### config.mk
export PLATFORM = sky130hd
export DESIGN_NAME = dmem_responder_flat
export DESIGN_NICKNAME = d
export VERILOG_FILES = /design/src/rtl/dmem_pkg.sv /design/src/rtl/dmem_if.sv /design/src/rtl/dmem_array.sv /design/src/rtl/dmem_responder.sv /design/src/flat_wrapper.sv
export SDC_FILE = /design/constraint.sdc
export NUM_CORES = 2
export LEC_CHECK = 0
export ABC_CLOCK_PERIOD_IN_PS = 34200
export BUFFER_PORTS_ARGS = -buffer_cell sky130_fd_sc_hd__buf_4
export CAP_MARGIN = 20
export CORE_MARGIN = 5
export CORE_UTILIZATION = 35
export DETAILED_ROUTE_END_ITERATION = 10
export GPL_ROUTABILITY_DRIVEN = 0
export PLACE_DENSITY = 0.53
export SLEW_MARGIN = 10
export SYNTH_ARGS = -nofsm -noshare
export SYNTH_HDL_FRONTEND = slang
export SYNTH_SLANG_ARGS = --single-unit
### constraint.sdc
create_clock -name clk -period 34.2 [get_ports clk]
set_input_delay 3.42 -clock clk [delete_from_list [all_inputs] [get_ports clk]]
set_output_delay 3.42 -clock clk [all_outputs]
set_load 0.05 [all_outputs]
### src/rtl/dmem_pkg.sv
// rtl/dmem_pkg.sv - shared types and constants for the data-memory responder
package dmem_pkg;

  typedef enum logic [1:0] {IDLE, WAIT, RESP} dmem_state_t;

  localparam int DMEM_BE_W  = 4;
  localparam int DMEM_CNT_W = 4;

endpackage

### src/rtl/dmem_if.sv
// rtl/dmem_if.sv - request/response bus between an initiator and the data-memory responder
interface dmem_if #(
  parameter int BIT_WIDTH = 32
);
  import dmem_pkg::*;

  logic                 req_valid;
  logic                 req_ready;
  logic                 req_we;
  logic [31:0]          req_addr;
  logic [BIT_WIDTH-1:0] req_wdata;
  logic [DMEM_BE_W-1:0] req_be;
  logic                 rsp_valid;
  logic                 rsp_ready;
  logic [BIT_WIDTH-1:0] rsp_rdata;
  logic                 rsp_err;

  modport master (
    output req_valid, req_we, req_addr, req_wdata, req_be, rsp_ready,
    input  req_ready, rsp_valid, rsp_rdata, rsp_err
  );

  modport slave (
    input  req_valid, req_we, req_addr, req_wdata, req_be, rsp_ready,
    output req_ready, rsp_valid, rsp_rdata, rsp_err
  );

endinterface

### src/rtl/dmem_array.sv
// rtl/dmem_array.sv - word storage with byte-enabled synchronous write and asynchronous read
module dmem_array
  import dmem_pkg::*;
#(
  parameter int BIT_WIDTH   = 32,
  parameter int ENTRY_COUNT = 32,
  parameter int IDX_W       = 5
) (
  input  logic                 clk,
  input  logic                 rst,
  input  logic                 we,
  input  logic [IDX_W-1:0]     idx,
  input  logic [BIT_WIDTH-1:0] wdata,
  input  logic [DMEM_BE_W-1:0] be,
  output logic [BIT_WIDTH-1:0] rdata
);

  logic [BIT_WIDTH-1:0] mem [ENTRY_COUNT];
  logic [BIT_WIDTH-1:0] mask;

  // Expand byte enables to a bit mask; bits beyond the enabled lanes are never written.
  always_comb begin
    mask = '0;
    for (int b = 0; b < BIT_WIDTH; b++) begin
      if (b / 8 < DMEM_BE_W) mask[b] = be[b/8];
    end
  end

  always_ff @(posedge clk or posedge rst) begin
    if (rst) begin
      for (int i = 0; i < ENTRY_COUNT; i++) mem[i] <= '0;
    end else if (we) begin
      mem[idx] <= (mem[idx] & ~mask) | (wdata & mask);
    end
  end

  assign rdata = mem[idx];

endmodule

### src/rtl/dmem_responder.sv
// rtl/dmem_responder.sv - fixed-latency load/store responder in front of dmem_array
module dmem_responder
  import dmem_pkg::*;
#(
  parameter int BIT_WIDTH   = 32,
  parameter int ENTRY_COUNT = 32,
  parameter int LATENCY     = 2
) (
  input  logic clk,
  input  logic rst,
  dmem_if.slave bus,
  output logic busy
);

  localparam int                    IDX_W      = (ENTRY_COUNT > 1) ? $clog2(ENTRY_COUNT) : 1;
  localparam logic [31:0]           ADDR_LIMIT = 32'(4 * ENTRY_COUNT);
  localparam logic [DMEM_CNT_W-1:0] CNT_INIT   = DMEM_CNT_W'(LATENCY - 1);
  localparam logic [DMEM_CNT_W-1:0] CNT_LAST   = 1;

  dmem_state_t          state;
  logic [DMEM_CNT_W-1:0] cnt;

  logic                 we_q;
  logic [31:0]          addr_q;
  logic [BIT_WIDTH-1:0] wdata_q;
  logic [DMEM_BE_W-1:0] be_q;

  logic                 req_ready_q;
  logic                 rsp_valid_q;
  logic                 rsp_err_q;
  logic                 busy_q;
  logic [BIT_WIDTH-1:0] rsp_rdata_q;

  logic                 accept;
  logic                 enter_resp;
  logic                 cur_we;
  logic [31:0]          cur_addr;
  logic [BIT_WIDTH-1:0] cur_wdata;
  logic [DMEM_BE_W-1:0] cur_be;
  logic                 cur_err;
  logic                 wr_en;
  logic [BIT_WIDTH-1:0] rd_word;
  logic [BIT_WIDTH-1:0] rsp_next;

  assign accept = (state == IDLE) && bus.req_valid;

  // With LATENCY=1 the access happens on the accept edge itself, before the latches hold the request.
  assign cur_we    = (state == IDLE) ? bus.req_we    : we_q;
  assign cur_addr  = (state == IDLE) ? bus.req_addr  : addr_q;
  assign cur_wdata = (state == IDLE) ? bus.req_wdata : wdata_q;
  assign cur_be    = (state == IDLE) ? bus.req_be    : be_q;

  assign enter_resp = (accept && LATENCY == 1) || (state == WAIT && cnt == CNT_LAST);
  assign cur_err    = (cur_addr[1:0] != 2'b00) || (cur_addr >= ADDR_LIMIT);
  assign wr_en      = enter_resp && cur_we && !cur_err;
  assign rsp_next   = (cur_we || cur_err) ? '0 : rd_word;

  dmem_array #(
    .BIT_WIDTH  (BIT_WIDTH),
    .ENTRY_COUNT(ENTRY_COUNT),
    .IDX_W      (IDX_W)
  ) u_array (
    .clk  (clk),
    .rst  (rst),
    .we   (wr_en),
    .idx  (cur_addr[IDX_W+1:2]),
    .wdata(cur_wdata),
    .be   (cur_be),
    .rdata(rd_word)
  );

  always_ff @(posedge clk or posedge rst) begin
    if (rst) begin
      state       <= IDLE;
      cnt         <= '0;
      we_q        <= 1'b0;
      addr_q      <= '0;
      wdata_q     <= '0;
      be_q        <= '0;
      req_ready_q <= 1'b1;
      rsp_valid_q <= 1'b0;
      rsp_err_q   <= 1'b0;
      rsp_rdata_q <= '0;
      busy_q      <= 1'b0;
    end else begin
      case (state)
        IDLE: begin
          if (accept) begin
            we_q        <= bus.req_we;
            addr_q      <= bus.req_addr;
            wdata_q     <= bus.req_wdata;
            be_q        <= bus.req_be;
            cnt         <= CNT_INIT;
            req_ready_q <= 1'b0;
            busy_q      <= 1'b1;
            if (LATENCY > 1) begin
              state <= WAIT;
            end else begin
              state       <= RESP;
              rsp_valid_q <= 1'b1;
              rsp_rdata_q <= rsp_next;
              rsp_err_q   <= cur_err;
            end
          end
        end
        WAIT: begin
          cnt <= cnt - 1'b1;
          if (cnt == CNT_LAST) begin
            state       <= RESP;
            rsp_valid_q <= 1'b1;
            rsp_rdata_q <= rsp_next;
            rsp_err_q   <= cur_err;
          end
        end
        RESP: begin
          // Returning to IDLE here means the next accept is at least one cycle after the handshake.
          if (bus.rsp_ready) begin
            state       <= IDLE;
            rsp_valid_q <= 1'b0;
            req_ready_q <= 1'b1;
            busy_q      <= 1'b0;
          end
        end
        default: begin
          state       <= IDLE;
          rsp_valid_q <= 1'b0;
          req_ready_q <= 1'b1;
          busy_q      <= 1'b0;
        end
      endcase
    end
  end

  assign bus.req_ready = req_ready_q;
  assign bus.rsp_valid = rsp_valid_q;
  assign bus.rsp_rdata = rsp_rdata_q;
  assign bus.rsp_err   = rsp_err_q;
  assign busy          = busy_q;

endmodule

### src/flat_wrapper.sv
// flat-port wrapper written by rule: the top's interface ports become plain ports
module dmem_responder_flat import dmem_pkg::*;
#(
  parameter int BIT_WIDTH   = 32,
  parameter int ENTRY_COUNT = 32,
  parameter int LATENCY     = 2
)
  (clk, rst, busy, bus_req_valid, bus_req_we, bus_req_addr, bus_req_wdata, bus_req_be, bus_rsp_ready, bus_req_ready, bus_rsp_valid, bus_rsp_rdata, bus_rsp_err);
  dmem_if #(.BIT_WIDTH(BIT_WIDTH)) bus_i ();
  input  logic clk;
  input  logic rst;
  output logic busy;
  input wire logic [$bits(bus_i.req_valid)-1:0] bus_req_valid;
  input wire logic [$bits(bus_i.req_we)-1:0] bus_req_we;
  input wire logic [$bits(bus_i.req_addr)-1:0] bus_req_addr;
  input wire logic [$bits(bus_i.req_wdata)-1:0] bus_req_wdata;
  input wire logic [$bits(bus_i.req_be)-1:0] bus_req_be;
  input wire logic [$bits(bus_i.rsp_ready)-1:0] bus_rsp_ready;
  output wire logic [$bits(bus_i.req_ready)-1:0] bus_req_ready;
  output wire logic [$bits(bus_i.rsp_valid)-1:0] bus_rsp_valid;
  output wire logic [$bits(bus_i.rsp_rdata)-1:0] bus_rsp_rdata;
  output wire logic [$bits(bus_i.rsp_err)-1:0] bus_rsp_err;
  assign bus_i.req_valid = bus_req_valid;
  assign bus_i.req_we = bus_req_we;
  assign bus_i.req_addr = bus_req_addr;
  assign bus_i.req_wdata = bus_req_wdata;
  assign bus_i.req_be = bus_req_be;
  assign bus_i.rsp_ready = bus_rsp_ready;
  assign bus_req_ready = bus_i.req_ready;
  assign bus_rsp_valid = bus_i.rsp_valid;
  assign bus_rsp_rdata = bus_i.rsp_rdata;
  assign bus_rsp_err = bus_i.rsp_err;
  dmem_responder #(.BIT_WIDTH(BIT_WIDTH), .ENTRY_COUNT(ENTRY_COUNT), .LATENCY(LATENCY)) u_core (.clk(clk), .rst(rst), .bus(bus_i), .busy(busy));
endmodule
After elaboration in Yosys (flattened, before gate mapping) --
Cells that the tools add are included. W data, S select, Z words.
Storage, ports and cells: bits of input ports 73, output and inout port bits 36, register bits 1135
Operators by class: equal/unequal tests 6, muxes and demuxes 25, reduce and logical (&&, ||, !) cells 17, bitwise operators 7, order comparisons 3, add/subtract/negate cells 1
Operators by type and width (number):
- $bwmux W1024 | 1
- $mux W32 | 6
- $bmux W32 S5 | 1
- $demux W32 S5 | 1
- $and A32 B32 Y32 | 2
- $ge A32 B8 Y1 const B | 1
- $not A32 Y32 | 1
- $or A32 B32 Y32 | 1
- $pmux W1 S3 | 3
- $reduce_and A3 Y1 | 3
- $mux W4 | 2
- $pmux W4 S2 | 1
- $ge A6 B6 Y1 const B | 1
- $lt A6 B1 Y1 const B | 1
- $mux W1 | 6
- $mux W2 | 3
- $not A5 Y6 | 1
- $pmux W2 S3 | 1
- $reduce_and A2 Y1 | 3
- $logic_and A1 B1 Y1 | 5
- $eq A4 B1 Y1 const B | 1
- $ne A2 B2 Y1 const B | 2
- $reduce_bool A2 Y1 | 2
- $sub A4 B1 Y4 const B | 1
- other kinds (7) | 9

Longest topological paths before layout --
depth in word-level cells 9, gate-level depth with buffers 12, gate-level depth less buffers 8

Hierarchy --
From an unflattened synthesis, not the netlist that was laid out.
Second synthesis, totals: cells, all modules 4970, area total of the unflattened synthesis 50693.6 µm²
By module, submodules not included:
- dmem_array | seq. area each 25624.6 µm², times used 1, cells an instance 4488, area an instance 45854.0 µm²
- dmem_responder | seq. area each 2778.9 µm², times used 1, cells an instance 482, area an instance 4839.6 µm²

Worst setup path before layout --
OpenSTA, ideal clock, no wires.
kind input port to flip-flop, start point input port bus_req_addr[2], end point register u_core.u_array.mem[252] in the netlist's numbering, data arrival time 5444 ps, cell stages on the path 11, slack 28621 ps, library setup time 136 ps, path buffers 5, data required time 34064 ps, cells stage by stage or4_1 o31ai_2 buf_2 buf_2 buf_2 and2_1 buf_2 nand3_1 clkbuf_1 nand2_1 o21ai_0
On the way: word-level cells in the longest chain between the ends 8
Ends and longest elaborated chain:
- start: declaration | line flat_wrapper.sv:15 | input wire logic [$bits(bus_i.req_addr)-1:0] bus_req_addr;
- $mux W32 * | line dmem_responder.sv:49 | assign cur_addr = (state == IDLE) ? bus.req_addr : addr_q;
- $not A5 Y6 | line dmem_array.sv:33 | mem[idx] <= (mem[idx] & ~mask) | (wdata & mask);
- $bmux W32 S5 | line dmem_array.sv:33
- $mux W32 (not written as such) (2 in series) | line dmem_array.sv:33
- $and A32 B32 Y32 | line dmem_array.sv:33
- $or A32 B32 Y32 | line dmem_array.sv:33
- $bwmux W1024 | line dmem_array.sv:33
- end signal: indexed assignment | line dmem_array.sv:33
- end: declaration | line dmem_array.sv:18 | logic [BIT_WIDTH-1:0] mem [ENTRY_COUNT];
Every way passes the cells marked *; elsewhere a longest branch is shown, timed or not. The select of a mux whose other input is x is not followed. A chain may end at the register's enable or synchronous reset.

==> results_dict.tcl <==
set metrics [dict create \
    syn-cell-area_um2 48350 \
    viasPerCell 5.778 \
    cts_root_buf "clkbuf_16" \
    syn_area_per_cell_um2 9.765 \
    ys_ff_latch 1135 \
    drv_cap 0 \
    clkLatencyLatePin_ns 0.74 \
    cts-resized-gates 0 \
    worstPathRequired_ns 34.96 \
    clk_pin_slew_ns 0.06 \
    pre_cts_ws_ns 25.27 \
    core_um2 137300 \
    synth_warnings 0 \
    period_minus_slack_ns 7.878 \
    path_max_fanout 72 \
    min_path_type "reg2reg" \
    fmax_ghz 0.1269 \
    postCtsSetupBuffers 0 \
    rsz0062_at_grt "false" \
    area_growth_syn_to_layout_pct 13.26 \
    rows 136 \
    relSlewSlack_pct 25.70 \
    placed_area_um2 50760 \
    hpwl_um 92350 \
    cp_data_arrival_time_ns 8.64 \
    routed_wl_um 177500 \
    cts.path.max_buffers 3 \
    die_width_um 381.7 \
    fin_skew_ns 0.03584 \
    grt-ovfl-total 0 \
    synth_nets 5027 \
    cts_tree "done" \
    detail-route-antenna-nets 0 \
    slew_viol_final 0 \
    drc 0 \
    pin_count 109 \
    drt_pass1_iterations 5 \
    numCtsBuffers 117 \
    synthCells 4952 \
    antenna_found_initial 3 \
    leakage_nw 22.98 \
    worst_pin_slew_ns 1.115 \
    wl_per_cell_um 26.32 \
    first_global_vias 38188 \
    fillers 13425 \
    start_util_pct 35.21 \
    grt_util_all_layers_pct 23.76 \
    hold_viol_final 0 \
    numPortBuffers 108 \
    dieArea_um2 145700 \
    fin_area_um2 54770 \
    synth_cell_types 51 \
    peakVddDrop_v 0.00008287 \
    cp-end-kind "asynchronous set/reset pin" \
    crit_type "in2async" \
    seq_area_frac_synth_pct 58.74 \
    crit_path_start_kind "primary input" \
    layout_setup_ws_ns 26.32 \
    setup-violations-final 0 \
    status "finished clean" \
    drtIter0Drc 4431 \
    htreeDepth 3 \
    grt_max_degree 146 \
    grt_pass1_wl_um 262000 \
    die_h_um 381.7 \
    clock_sinks 1135 \
    drive_above_1_share_pct 12.33 \
    dr_total_vias 38962 \
    setup_tns_ns 0 \
    min_period_over_period_pct 23.04 \
    finalPower_w 0.004033 \
    powerDensity_nw_per_um2 73.64 \
    final_nets 4929 \
    holdBufCountCts 0 \
]
==> cell usage in the layout, fill, tap and decap left out, types with 10 or more instances in the layout <==
cell	synthesis	layout
a2111o_1	26	26
a21oi_1	229	229
a22oi_1	512	512
buf_4	13	241
clkbuf_1	271	28
clkbuf_16	0	121
clkbuf_8	0	33
clkinv_2	0	21
dfrtp_1	1134	1134
mux2_2	75	75
nand2_1	1190	1186
nand3_1	65	33
nand3_2	0	32
nor2_1	44	43
o21ai_0	846	846
o21ai_1	218	217
o31ai_4	29	33
or4_1	31	31
or4_4	10	10
==> stage by stage <==
step	std cells	hold slack, ns	utilization [%]
after floorplan	4952	0.4502	-
after global placement	6520	0.4612	36.92
after detailed placement	6525	0.4703	36.97
after CTS	6738	0.4831	39.80
after global routing	6742	0.4951	39.88
final	6743	0.4783	39.88
==> kinds of logic after synthesis <==
| logic type | Yosys count | synth area share [%] |
|---|---|---|
| AO/OA/AOI/OAI | 1882 | 23.61 |
| adder cells (fa/ha/maj) | 2 | 0.05174 |
| buffers and inverters | 476 | 4.233 |
| flip-flops | 1135 | 58.74 |
| multiplexers | 77 | 1.824 |
| AND/OR/NAND/NOR | 1380 | 11.54 |
==> routing by layer <==
metal  track usage (%)  routed length, um  up-vias  part of all wire (%)
li1                  -                  -    17170                     -
met1             32.48              76360    19948                    43
met2             38.37              82640     1500                    47
met3             3.750              11980      342                   6.7
met4             8.719               6517        2                   3.7
met5                 0                 13        -                0.0073
==> power by group <==
group,switching (W),internal (W),leakage (nW)
clock network,0.000550,0.000754,1.94
logic,0.00103,0.000250,5.36
registers,0.0000425,0.00140,15.7
total,0.00163,0.00241,23.0
==> registers in the layout, indices dropped and copies added, names as in the netlist <==
name                  flops
u_core.u_array.mem     1024
u_core.addr_q            32
u_core.bus.rsp_rdata     32
u_core.wdata_q           32
u_core.be_q               4
u_core.cnt                4
u_core.state              2
u_core.bus.req_ready      1
u_core.bus.rsp_err        1
u_core.bus.rsp_valid      1
u_core.busy               1
u_core.we_q               1
==> cell usage after synthesis (all sizes together) <==
cell	n	share of area, %
inv	6	0.047
nand3	65	0.67
nand4	1	0.013
and4	1	0.018
ha	2	0.052
o21ai	1066	11
nand2	1192	9.3
o31ai	33	1.4
clkbuf	310	2.5
nor3	3	0.031
o21a	2	0.031
dfstp	1	0.054
a21oi	229	2.4
or4b	4	0.083
and2	7	0.091
o22a	1	0.018
o21bai	1	0.016
nor2	45	0.38
a2111o	26	0.61
or3	1	0.013
a21o	1	0.016
mux2i	1	0.047
nor2b	2	0.026
a21boi	6	0.093
buf	160	1.7
a22o	2	0.036
and3	4	0.052
mux2	76	1.8
dfrtp	1134	59
nand2b	6	0.078
or4	41	0.71
or2	2	0.026
o211ai	2	0.031
o22ai	1	0.013
nor3b	1	0.016
a22oi	512	7.9
nor4	5	0.065
==> worst max-delay path, cell delays in order <==
cell,delay (ns)
buf_4,0.12
clkinvlp_4,0.06
buf_4,0.67
buf_4,0.88
buf_4,0.83
buf_4,0.77
buf_4,0.85
buf_4,0.77
==> path summary, 6_finish.rpt <==
path                                    startpoint                       to  slack [ns]  cells after the start
setup / recovery                               rst  u_core.u_array.mem[574]       26.32                      8
hold / removal             u_core.u_array.mem[487]  u_core.u_array.mem[487]        0.48                      2
setup reg to reg                   u_core.state[1]   u_core.u_array.mem[81]       28.63                     12
hold reg to reg            u_core.u_array.mem[487]  u_core.u_array.mem[487]        0.48                      2
max in group clk                   bus_req_addr[3]   u_core.u_array.mem[81]       26.69                     12
min in group asynchronous                      rst  u_core.u_array.mem[768]        3.01                      3
==> layout make-up <==
class / instances / area [um^2] / share of cell area [%]
flip-flops and latches: 1135 / 28400 / 51.86
diodes: 1 / 2.502 / 0.004569
inverters: 6 / 26.28 / 0.04798
clock inverters: 31 / 309.0 / 0.5643
repair buffers: 253 / 2043 / 3.731
multi-input cells: 3341 / 18150 / 33.14
clock buffers: 182 / 3587 / 6.550
well taps: 1794 / 2245 / 4.099
Note: power is estimated with default switching activity, not from simulation.
